===== src/rtl/ysyx_041461_trap_ctrl_pkg.sv =====
// rtl/ysyx_041461_trap_ctrl_pkg.sv - shared CSR addresses, cause codes, mstatus fields and FSM encoding
package ysyx_041461_trap_ctrl_pkg;

  localparam logic [11:0] CSR_MSTATUS = 12'h300;
  localparam logic [11:0] CSR_MTVEC   = 12'h305;
  localparam logic [11:0] CSR_MEPC    = 12'h341;
  localparam logic [11:0] CSR_MCAUSE  = 12'h342;

  localparam logic [3:0] CAUSE_ILLEGAL  = 4'd2;
  localparam logic [3:0] CAUSE_EBREAK   = 4'd3;
  localparam logic [3:0] CAUSE_ECALL    = 4'd11;
  // Low code bits of the machine interrupt cause; bit XLEN-1 is added in the top
  localparam logic [5:0] CAUSE_IRQ_CODE = 6'd7;

  localparam int MSTATUS_MIE    = 3;
  localparam int MSTATUS_MPIE   = 7;
  localparam int MSTATUS_MPP_LO = 11;
  localparam int MSTATUS_MPP_HI = 12;

  typedef enum logic [2:0] {
    ST_IDLE        = 3'd0,
    ST_SAVE_EPC    = 3'd1,
    ST_SAVE_CAUSE  = 3'd2,
    ST_SAVE_STATUS = 3'd3,
    ST_MRET_STATUS = 3'd4,
    ST_REDIRECT    = 3'd5
  } state_e;

endpackage


===== src/rtl/ysyx_041461_trap_ctrl.sv =====
// rtl/ysyx_041461_trap_ctrl.sv - M-mode trap/mret sequencer owning the CSR write port
module ysyx_041461_trap_ctrl
  import ysyx_041461_trap_ctrl_pkg::*;
#(
  parameter int XLEN        = 64,
  parameter bit VECTORED_EN = 1'b1
) (
  input  logic            clk,
  input  logic            rst,
  input  logic            exc_req,
  input  logic [3:0]      exc_cause,
  input  logic [XLEN-1:0] exc_pc,
  input  logic            mret_req,
  input  logic            irq,
  input  logic [XLEN-1:0] irq_pc,
  output logic            exc_ack,
  output logic            mret_ack,
  input  logic [XLEN-1:0] csr_mtvec,
  input  logic [XLEN-1:0] csr_mepc,
  input  logic [XLEN-1:0] csr_mstatus,
  output logic            csr_wen,
  output logic [11:0]     csr_waddr,
  output logic [XLEN-1:0] csr_wdata,
  output logic            busy,
  output logic            flush,
  output logic            redirect_valid,
  output logic [XLEN-1:0] redirect_pc
);

  localparam logic [XLEN-1:0] IRQ_CAUSE = {1'b1, {(XLEN-7){1'b0}}, CAUSE_IRQ_CODE};
  localparam logic [XLEN-1:0] EPC_MASK  = ~{{(XLEN-1){1'b0}}, 1'b1};

  state_e          state_q, state_d;
  logic [XLEN-1:0] epc_q, epc_d;
  logic [XLEN-1:0] cause_q, cause_d;
  logic            is_irq_q, is_irq_d;
  logic            mret_q, mret_d;

  function automatic logic [XLEN-1:0] trap_status(input logic [XLEN-1:0] ms);
    logic [XLEN-1:0] r;
    r = ms;
    r[MSTATUS_MPIE] = ms[MSTATUS_MIE];
    r[MSTATUS_MIE]  = 1'b0;
    r[MSTATUS_MPP_HI:MSTATUS_MPP_LO] = 2'b11;
    return r;
  endfunction

  function automatic logic [XLEN-1:0] mret_status(input logic [XLEN-1:0] ms);
    logic [XLEN-1:0] r;
    r = ms;
    r[MSTATUS_MIE]  = ms[MSTATUS_MPIE];
    r[MSTATUS_MPIE] = 1'b1;
    r[MSTATUS_MPP_HI:MSTATUS_MPP_LO] = 2'b11;
    return r;
  endfunction

  // Vectoring applies to interrupts only; exceptions always land on the base
  function automatic logic [XLEN-1:0] trap_target(input logic [XLEN-1:0] mtvec,
                                                  input logic [5:0]      code,
                                                  input logic            from_irq);
    logic [XLEN-1:0] base;
    base = {mtvec[XLEN-1:2], 2'b00};
    if (VECTORED_EN && from_irq && (mtvec[1:0] == 2'b01))
      return base + {{(XLEN-8){1'b0}}, code, 2'b00};
    return base;
  endfunction

  always_ff @(posedge clk) begin
    if (!rst) begin
      state_q  <= ST_IDLE;
      epc_q    <= '0;
      cause_q  <= '0;
      is_irq_q <= 1'b0;
      mret_q   <= 1'b0;
    end else begin
      state_q  <= state_d;
      epc_q    <= epc_d;
      cause_q  <= cause_d;
      is_irq_q <= is_irq_d;
      mret_q   <= mret_d;
    end
  end

  // Every output is forced low while reset is asserted, including the IDLE accept strobes
  always_comb begin
    state_d        = state_q;
    epc_d          = epc_q;
    cause_d        = cause_q;
    is_irq_d       = is_irq_q;
    mret_d         = mret_q;
    exc_ack        = 1'b0;
    mret_ack       = 1'b0;
    flush          = 1'b0;
    busy           = 1'b0;
    csr_wen        = 1'b0;
    csr_waddr      = '0;
    csr_wdata      = '0;
    redirect_valid = 1'b0;
    redirect_pc    = '0;
    if (rst) begin
      unique case (state_q)
        ST_IDLE: begin
          if (exc_req) begin
            exc_ack  = 1'b1;
            flush    = 1'b1;
            epc_d    = exc_pc;
            cause_d  = {{(XLEN-4){1'b0}}, exc_cause};
            is_irq_d = 1'b0;
            mret_d   = 1'b0;
            state_d  = ST_SAVE_EPC;
          end else if (mret_req) begin
            mret_ack = 1'b1;
            flush    = 1'b1;
            is_irq_d = 1'b0;
            mret_d   = 1'b1;
            state_d  = ST_MRET_STATUS;
          end else if (irq && csr_mstatus[MSTATUS_MIE]) begin
            flush    = 1'b1;
            epc_d    = irq_pc;
            cause_d  = IRQ_CAUSE;
            is_irq_d = 1'b1;
            mret_d   = 1'b0;
            state_d  = ST_SAVE_EPC;
          end
        end
        ST_SAVE_EPC: begin
          busy      = 1'b1;
          csr_wen   = 1'b1;
          csr_waddr = CSR_MEPC;
          csr_wdata = epc_q & EPC_MASK;
          state_d   = ST_SAVE_CAUSE;
        end
        ST_SAVE_CAUSE: begin
          busy      = 1'b1;
          csr_wen   = 1'b1;
          csr_waddr = CSR_MCAUSE;
          csr_wdata = cause_q;
          state_d   = ST_SAVE_STATUS;
        end
        ST_SAVE_STATUS: begin
          busy      = 1'b1;
          csr_wen   = 1'b1;
          csr_waddr = CSR_MSTATUS;
          csr_wdata = trap_status(csr_mstatus);
          state_d   = ST_REDIRECT;
        end
        ST_MRET_STATUS: begin
          busy      = 1'b1;
          csr_wen   = 1'b1;
          csr_waddr = CSR_MSTATUS;
          csr_wdata = mret_status(csr_mstatus);
          state_d   = ST_REDIRECT;
        end
        ST_REDIRECT: begin
          busy           = 1'b1;
          redirect_valid = 1'b1;
          redirect_pc    = mret_q ? csr_mepc : trap_target(csr_mtvec, cause_q[5:0], is_irq_q);
          state_d        = ST_IDLE;
        end
        default: state_d = ST_IDLE;
      endcase
    end
  end

endmodule


===== config.mk =====
export PLATFORM = sky130hd
export DESIGN_NAME = ysyx_041461_trap_ctrl
export DESIGN_NICKNAME = d
export VERILOG_FILES = /design/src/rtl/ysyx_041461_trap_ctrl_pkg.sv /design/src/rtl/ysyx_041461_trap_ctrl.sv
export SDC_FILE = /design/constraint.sdc
export NUM_CORES = 1
export LEC_CHECK = 0
export ABC_AREA = 1
export CAP_MARGIN = 30
export CORE_AREA = 2 2 185 187
export DETAILED_ROUTE_END_ITERATION = 16
export DIE_AREA = 0 0 187 189
export PLACE_DENSITY = 0.6
export SYNTH_ARGS = -nofsm -noshare
export SYNTH_HDL_FRONTEND = slang
export SYNTH_SLANG_ARGS = --single-unit

===== constraint.sdc =====
create_clock -name clk -period 8.5 [get_ports clk]
set_input_delay 2.55 -clock clk [delete_from_list [all_inputs] [get_ports clk]]
set_output_delay 2.55 -clock clk [all_outputs]
set_load 0.01 [all_outputs]

# After elaboration in Yosys (flattened, before gate mapping)
# Index checks and enable logic that the tools add are counted.
# totals
word_cells	70
ff_bits	133
out_inout_bits	146
inputBits	329
# op_classes
eq_ne	8
addsub	1
n_mux	46
n_reduce_logical	10
# ops
cell	n
64-bit two-way mux	12
64-bit one-hot mux with 4 select lines	1
64-bit by 8-bit adder with 64-bit output	1
10-bit one-hot mux with 3 select lines	1
1-bit two-way mux	27
3-bit one-hot mux with 4 select lines	1
10-bit two-way mux	1
3-bit two-way mux	3
3-bit by 2-bit equality test with 1-bit output, second input constant	2
3-bit equality test, second input constant	2
5-bit OR reduction	1
4-bit != test, second input constant	1
4-bit OR reduction	1
3-bit by 1-bit equality test with 1-bit output, second input constant	1
3-bit zero test	1
3-bit AND reduction	1
3-bit nonzero test	1
2-bit by 1-bit equality test with 1-bit output, second input constant	1
1-bit logical AND	2
2-bit != test, second input constant	1
2-bit AND reduction	1
2-bit nonzero test	1
2-bit OR reduction	1

# Longest topological paths before layout
# Gate-level depths: netlist (run 1).
# logic_depth
word_depth	9
depth_mapped	13
mapped_depth_nobuf	13

# Worst setup path after synthesis (run 1)
# No wires, ideal clock.
# synth_path
path_kind	input -> output
startpoint	input port csr_mtvec[2]
endpoint	output port redirect_pc[32]
cell_stages	13
required_ns	5.950
path_buffers	0
arrival_ns	4.096
slack_ns	1.854
path_cell_list	ha_1 inv_1 fa_1 inv_1 nand3_1 nand2_2 nand4_2 nor2_4 nand2_1 nand2_1 nand2_1 o21ai_1 inv_1
# synth_via
elab_chain_cells	6
# synth_rtl
item	line_no	text
from (decl)	ysyx_041461_trap_ctrl.sv:18	input logic [XLEN-1:0] csr_mtvec,
64-bit by 8-bit adder with 64-bit output	ysyx_041461_trap_ctrl.sv:64	return base + {{(XLEN-8){1'b0}}, code, 2'b00};
64-bit two-way mux	ysyx_041461_trap_ctrl.sv:63	if (VECTORED_EN && from_irq && (mtvec[1:0] == 2'b01))
64-bit two-way mux	ysyx_041461_trap_ctrl.sv:65	return base;
64-bit two-way mux	ysyx_041461_trap_ctrl.sv:157	redirect_pc = mret_q ? csr_mepc : trap_target(csr_mtvec, cause_q[5:0], is_irq_q);
64-bit two-way mux	ysyx_041461_trap_ctrl.sv:101	unique case (state_q)
64-bit two-way mux	ysyx_041461_trap_ctrl.sv:100	if (rst) begin
to (decl)	ysyx_041461_trap_ctrl.sv:27	output logic [XLEN-1:0] redirect_pc
# Every way passes these cells. The select of a mux whose other input is x is not followed.

# Worst setup path in the final report (run 1)
# Same ends and word-level chain as after synthesis.

==> flow_metrics.tcl, run 1 <==
set metrics [dict create \
    dp_hpwl_mm 32.71 \
    cp-end-kind "output port" \
    antenna_found_initial 8 \
    path_buf_inv 5 \
    cts_tree "yes" \
    die_w_um 187 \
    postLayoutCellArea_mm2 0.01272 \
    ys_warn_count 0 \
    r2r-end "epc_q[23]" \
    io_pins 475 \
    synth.avg_cell_area_um2 5.677 \
    drv_cap 0 \
    cp_slowest_stage_delay_ns 0.49 \
    ys_ff_latch 73 \
    cp_max_fo 8 \
    vias 10240 \
    hp-class "reg2reg" \
    crit_cells 15 \
    area_growth_pct 71.01 \
    cts_resized 0 \
    cp-endpoint "redirect_pc[32]" \
    drt-initial-drc-count 401 \
    core_area_mm2 0.03328 \
    cts_buffer_depth 2 \
    die_y_um 189 \
    rows 67 \
    path_class "in2out" \
    synthFlopType "dfxtp_1" \
    whs_path_depth 2 \
    clkLatencyLatePin_ns 0.34 \
    syn-cell-area_mm2 0.007437 \
    r2r_start "state_q[2]" \
    clk_pin_slew_ns 0.06 \
    finalWirelength_mm 40.30 \
    cts_buffers 9 \
    cts_sinks 73 \
    place.gp.congestion 0.9224 \
    wire_per_inst_um 18.53 \
    setup_tns_ns 0 \
    grt_pass1_wl_mm 59.73 \
    cp.required_ns 5.95 \
    drt_pass1_iterations 5 \
    status "complete, no violations" \
    antenna_left 0 \
    cp_top_family "buffers and inverters" \
    post_drt_via_cell_ratio 4.706 \
    cts_hold_buffers 0 \
    min_period_ns 8.077 \
    max-vdd-ir-drop_uv 93.15 \
    postSynthCellCount 1310 \
    fmax_ghz 0.1238 \
    cp_slowest_cell "clkdlybuf4s50_1" \
    start_kind "input port" \
    port_buffers 463 \
    synth-edff-count 0 \
    leakage_nw 5.383 \
    grt_pass1_vias 10200 \
    overflow 0 \
    root_buffer "clkbuf_16" \
    skew_ns 0.01232 \
    async_flop_share_pct 0 \
    r2r_setup_slack_ns 6.09 \
    synth.distinct_cells 45 \
    hold_viol 0 \
    cts_setup_buffers 0 \
    worstRegToRegCells 6 \
    crit_start "csr_mtvec[2]" \
    drc_errors 0 \
    die_area_mm2 0.03534 \
    finalPower_mw 1.918 \
    nNetsFinal 2053 \
    slew_violations 0 \
    place_area_mm2 0.01237 \
    grt_usage_pct 22.04 \
    drive_gt1_share_pct 6.265 \
    path_cells "clkdlybuf4s50_1, ha_1, inv_1, fa_1, inv_1, nand3_1, nand2_2, nand4_2, nor2_4, nand2_1, nand2_1, nand2_1, o21ai_1, inv_1, clkdlybuf4s50_1" \
    timing.final.crit_share_pct 95.02 \
    min-delay-start "is_irq_q" \
    synth_seq_area_share_pct 19.65 \
    cellPowerDensity_mw_per_mm2 150.8 \
    worst_slew_pin_slew_ns 0.7669 \
    initial_utilization_pct 22.35 \
    slew_headroom_pct 48.88 \
    arrival_ns 5.53 \
    rsz0062_at_grt "no" \
    setup-violations-final 0 \
    htreeDepth 3 \
    grt_max_degree 69 \
]
## cells by family after synthesis
logic type      share of synthesized area [%]
buf+inv                                 11.56
flops                                   19.65
simple gates                            44.99
fa+ha+maj                              0.9422
compound gates                          21.87
other cells                           0.05042
xor+xnor                               0.9422
## registers in the layout, summed over array words and instances, names as in the netlist
name / count
is_irq_q: 1
mret_q: 1
cause_q: 5
state_q: 3
epc_q: 63
## how the worst min path moves through the flow
stage                to  slack (ns)
2_1_floorplan  is_irq_q        0.45
3_3_place_gp   is_irq_q        0.46
3_5_place_dp   is_irq_q        0.49
4_1_cts        is_irq_q        0.50
5_1_grt        is_irq_q        0.54
6_report       is_irq_q        0.49
## cell usage after synthesis (5+ instances only)
library cell	number	share of area, %
a31oi_1	67	5.6
nand2_1	339	17
buf_2	27	1.8
nor2_4	12	1.8
inv_1	113	5.7
a22oi_1	58	5.9
nand2_2	17	1.4
dfxtp_1	73	20
o21ai_1	9	0.61
nor3_1	13	0.87
a21oi_1	22	1.5
nand3b_1	8	0.81
inv_2	12	0.61
or2_0	6	0.50
clkbuf_1	41	2.1
nor2_2	17	1.4
nand3_1	73	4.9
o21ai_0	93	6.3
nor2_1	217	11
buf_4	12	1.2
xnor2_1	5	0.59
o211ai_1	10	1.0
nand4_1	26	2.2
## cells in the final DEF, fill, tap and decap left out, types with 8 or more instances in the layout
cell type and count:
a21oi_1 22, nor2_1 216, buf_4 11, nand3b_1 8
o21ai_1 9, clkdlybuf4s50_1 461, nor3_1 13, inv_1 112
o211ai_1 10, inv_2 11, nor2_2 17, clkbuf_16 9
nand3_1 73, o21ai_0 93, nand2_1 338, nand2_2 18
a22oi_1 58, dfxtp_1 73, a31oi_1 67, nor2_4 13
nand4_1 26
## metrics by stage
| step | setup slack (ns) | std cells | util, % | hold slack (ns) |
|---|---|---|---|---|
| global placement | 0.4460 | 2155 | 37.11 | 0.4630 |
| finish | 0.4230 | 2175 | 38.22 | 0.4935 |
| CTS | 0.3861 | 2172 | 38.19 | 0.4964 |
| floorplan | 1.854 | 1316 | - | 0.4476 |
| detailed placement | 0.4036 | 2156 | 37.17 | 0.4869 |
| global route | 0.1813 | 2174 | 38.21 | 0.5366 |
## area by class of cell
type | instances | area, um2
clock inverters | 6 | 112.6
inverters | 125 | 471.7
clock buffers | 10 | 229.0
repair buffers | 475 | 4727
well taps | 448 | 560.5
fillers | 3629 | 20560
flip-flops and latches | 73 | 1461
diodes | 3 | 7.507
multi-input cells | 1035 | 5149
## tightest hold or removal path, delay by kind of cell (launching register included)
kind	cells	cell delay, ns
DFF	1	0.32
and+or+nand+nor	2	0.13
## power by group
part,internal [mW],total [mW],switching [mW]
sequential,0.450,0.532,0.0819
combinational,0.425,0.934,0.509
clock,0.289,0.453,0.164
## routing by layer
metal  track usage, %  routed length, um
met4            8.394               1276
met2            39.58              19800
met1            25.71              16700
met3            4.523               2482
met5                0                 37
Power figures use the tool's default switching activity.
==> run 2: changes to the inputs <==
--- a/config.mk
+++ b/config.mk
@@ -7,10 +7,11 @@
 export LEC_CHECK = 0
 export ABC_AREA = 1
 export CAP_MARGIN = 30
-export CORE_AREA = 2 2 185 187
+export CELL_PAD_IN_SITES_DETAIL_PLACEMENT = 2
+export CELL_PAD_IN_SITES_GLOBAL_PLACEMENT = 2
+export CORE_UTILIZATION = 18
 export DETAILED_ROUTE_END_ITERATION = 16
-export DIE_AREA = 0 0 187 189
-export PLACE_DENSITY = 0.6
+export PLACE_DENSITY = 0.92
 export SYNTH_ARGS = -nofsm -noshare
 export SYNTH_HDL_FRONTEND = slang
 export SYNTH_SLANG_ARGS = --single-unit
==> flow_metrics.tcl, run 2 (same netlist as run 1, synthesis figures left out) <==
set metrics [dict create \
    arrival_ns 5.61 \
    core_area_mm2 0.04083 \
    utilization_pct 31.41 \
    min_period_ns 8.157 \
    place.gp.congestion 0.8934 \
    leakage_nw 5.377 \
    start_kind "input port" \
    rows 74 \
    io_pins 475 \
    hold_viol 0 \
    cts_buffer_depth 2 \
    path_cells "clkdlybuf4s50_1, inv_1, fa_1, inv_1, nand3_1, nand2_2, nand4_1, nor2_1, nand2_1, nand3_1, nand2_1, inv_1, clkdlybuf4s50_1" \
    die_y_um 205.3 \
    finalPower_mw 1.920 \
    antenna_left 0 \
    die_area_mm2 0.04213 \
    rsz0062_at_grt "no" \
    antenna_found_initial 13 \
    slew_headroom_pct 37.29 \
    cts_resized 0 \
    whs_path_depth 2 \
    nNetsFinal 2054 \
    place_ws_ns 0.3360 \
    worst_slew_pin_slew_ns 0.9406 \
    max-vdd-ir-drop_uv 101.5 \
    post_drt_via_cell_ratio 4.799 \
    largest_reg_flops 63 \
    timing.final.crit_share_pct 95.96 \
    clk_pin_slew_ns 0.06 \
    skew_ns 0.009737 \
    grt_pass1_vias 11930 \
    initial_utilization_pct 18.21 \
    hp-class "reg2reg" \
    area_growth_pct 72.46 \
    cp_slowest_cell "clkdlybuf4s50_1" \
    top_register "epc_q" \
    root_buffer "clkbuf_16" \
    status "complete, no violations" \
    wire_per_inst_um 20.67 \
    cts_hold_buffers 0 \
    cts_tree "yes" \
    cts_sinks 73 \
    grt_usage_pct 21.21 \
    drv_cap 0 \
    overflow 0 \
    fin_ws_ns 0.3434 \
    drc_errors 0 \
    worstRegToRegCells 8 \
    cp.required_ns 5.95 \
    htreeDepth 3 \
    clkLatencyLatePin_ns 0.34 \
    dpl.cell_count 2241 \
    slew_violations 0 \
    cellPowerDensity_mw_per_mm2 149.7 \
    cp_slowest_stage_delay_ns 0.61 \
    cp_max_fo 6 \
    port_buffers 463 \
    fmax_ghz 0.1226 \
    hold_ws_ns 0.4849 \
    finalNonFillerCells 2265 \
    dp_hpwl_mm 38.48 \
    cp-end-kind "output port" \
    place_area_mm2 0.01251 \
    drt-initial-drc-count 397 \
    setup_tns_ns 0 \
    biggestRegsByFlops "epc_q x63, cause_q x5, state_q x3" \
    cts_setup_buffers 0 \
    cts_buffers 9 \
    finalWirelength_mm 46.82 \
    postLayoutCellArea_mm2 0.01283 \
    drive_gt1_share_pct 6.261 \
    vias 10870 \
    mostFrequentLayoutCell "clkdlybuf4s50_1" \
    path_class "in2out" \
    drt_pass1_iterations 4 \
    layout_common_cells "clkdlybuf4s50_1 (461), nand2_1 (338), nor2_1 (216)" \
    setup-violations-final 0 \
    cp_common_cell "inv_1" \
    die_w_um 205.3 \
    grt_pass1_wl_mm 68.38 \
    grt_max_degree 104 \
]
[run 2: cell count changes in the layout (fill, tap and decap cells not counted)]
cell       delta
diode_2       +5
buf_12        +2
bufinv_16     -2
clkinv_4      +2
inv_6         -2
buf_4         -1
clkbuf_1      +1
clkbuf_8      +1
[run 2: worst paths after layout]
kind / slack [ns] / end / startpoint
min reg2reg: 0.48 / is_irq_q / is_irq_q
min: 0.48 / is_irq_q / is_irq_q
max: 0.34 / redirect_pc[36] / csr_mtvec[3]
max reg2reg: 5.95 / epc_q[40] / state_q[1]
[run 2: layout make-up]
cell class	count	area (um2)
Fill cell	4933	28010
Multi-Input combinational cell	1035	5149
Timing Repair Buffer	476	4760
Sequential cell	73	1461
Tap cell	532	665.6
Inverter	125	471.7
Clock buffer	12	246.5
Clock inverter	4	52.55
Antenna cell	8	20.02
[run 2: layer usage]
metal / GRT usage, % / part of all wire [%] / vias up
met2: 40.79 / 52 / 368
met3: 4.023 / 5.6 / 72
li1: - / - / 5147
met5: 0 / 0 / -
met1: 22.02 / 38 / 5282
met4: 9.444 / 4.1 / 0
[run 2: worst max-delay path: cells and delay by family]
kind	cells	cell delay, ns
adder cells (fa/ha/maj)	1	0.47
AND/OR/NAND/NOR	7	1.14
buffers and inverters	5	1.43
[run 2: where the power goes]
| group | switching [mW] | internal [mW] |
|---|---|---|
| clock network | 0.162 | 0.236 |
| logic | 0.551 | 0.429 |
| registers | 0.0919 | 0.450 |
| total | 0.805 | 1.12 |
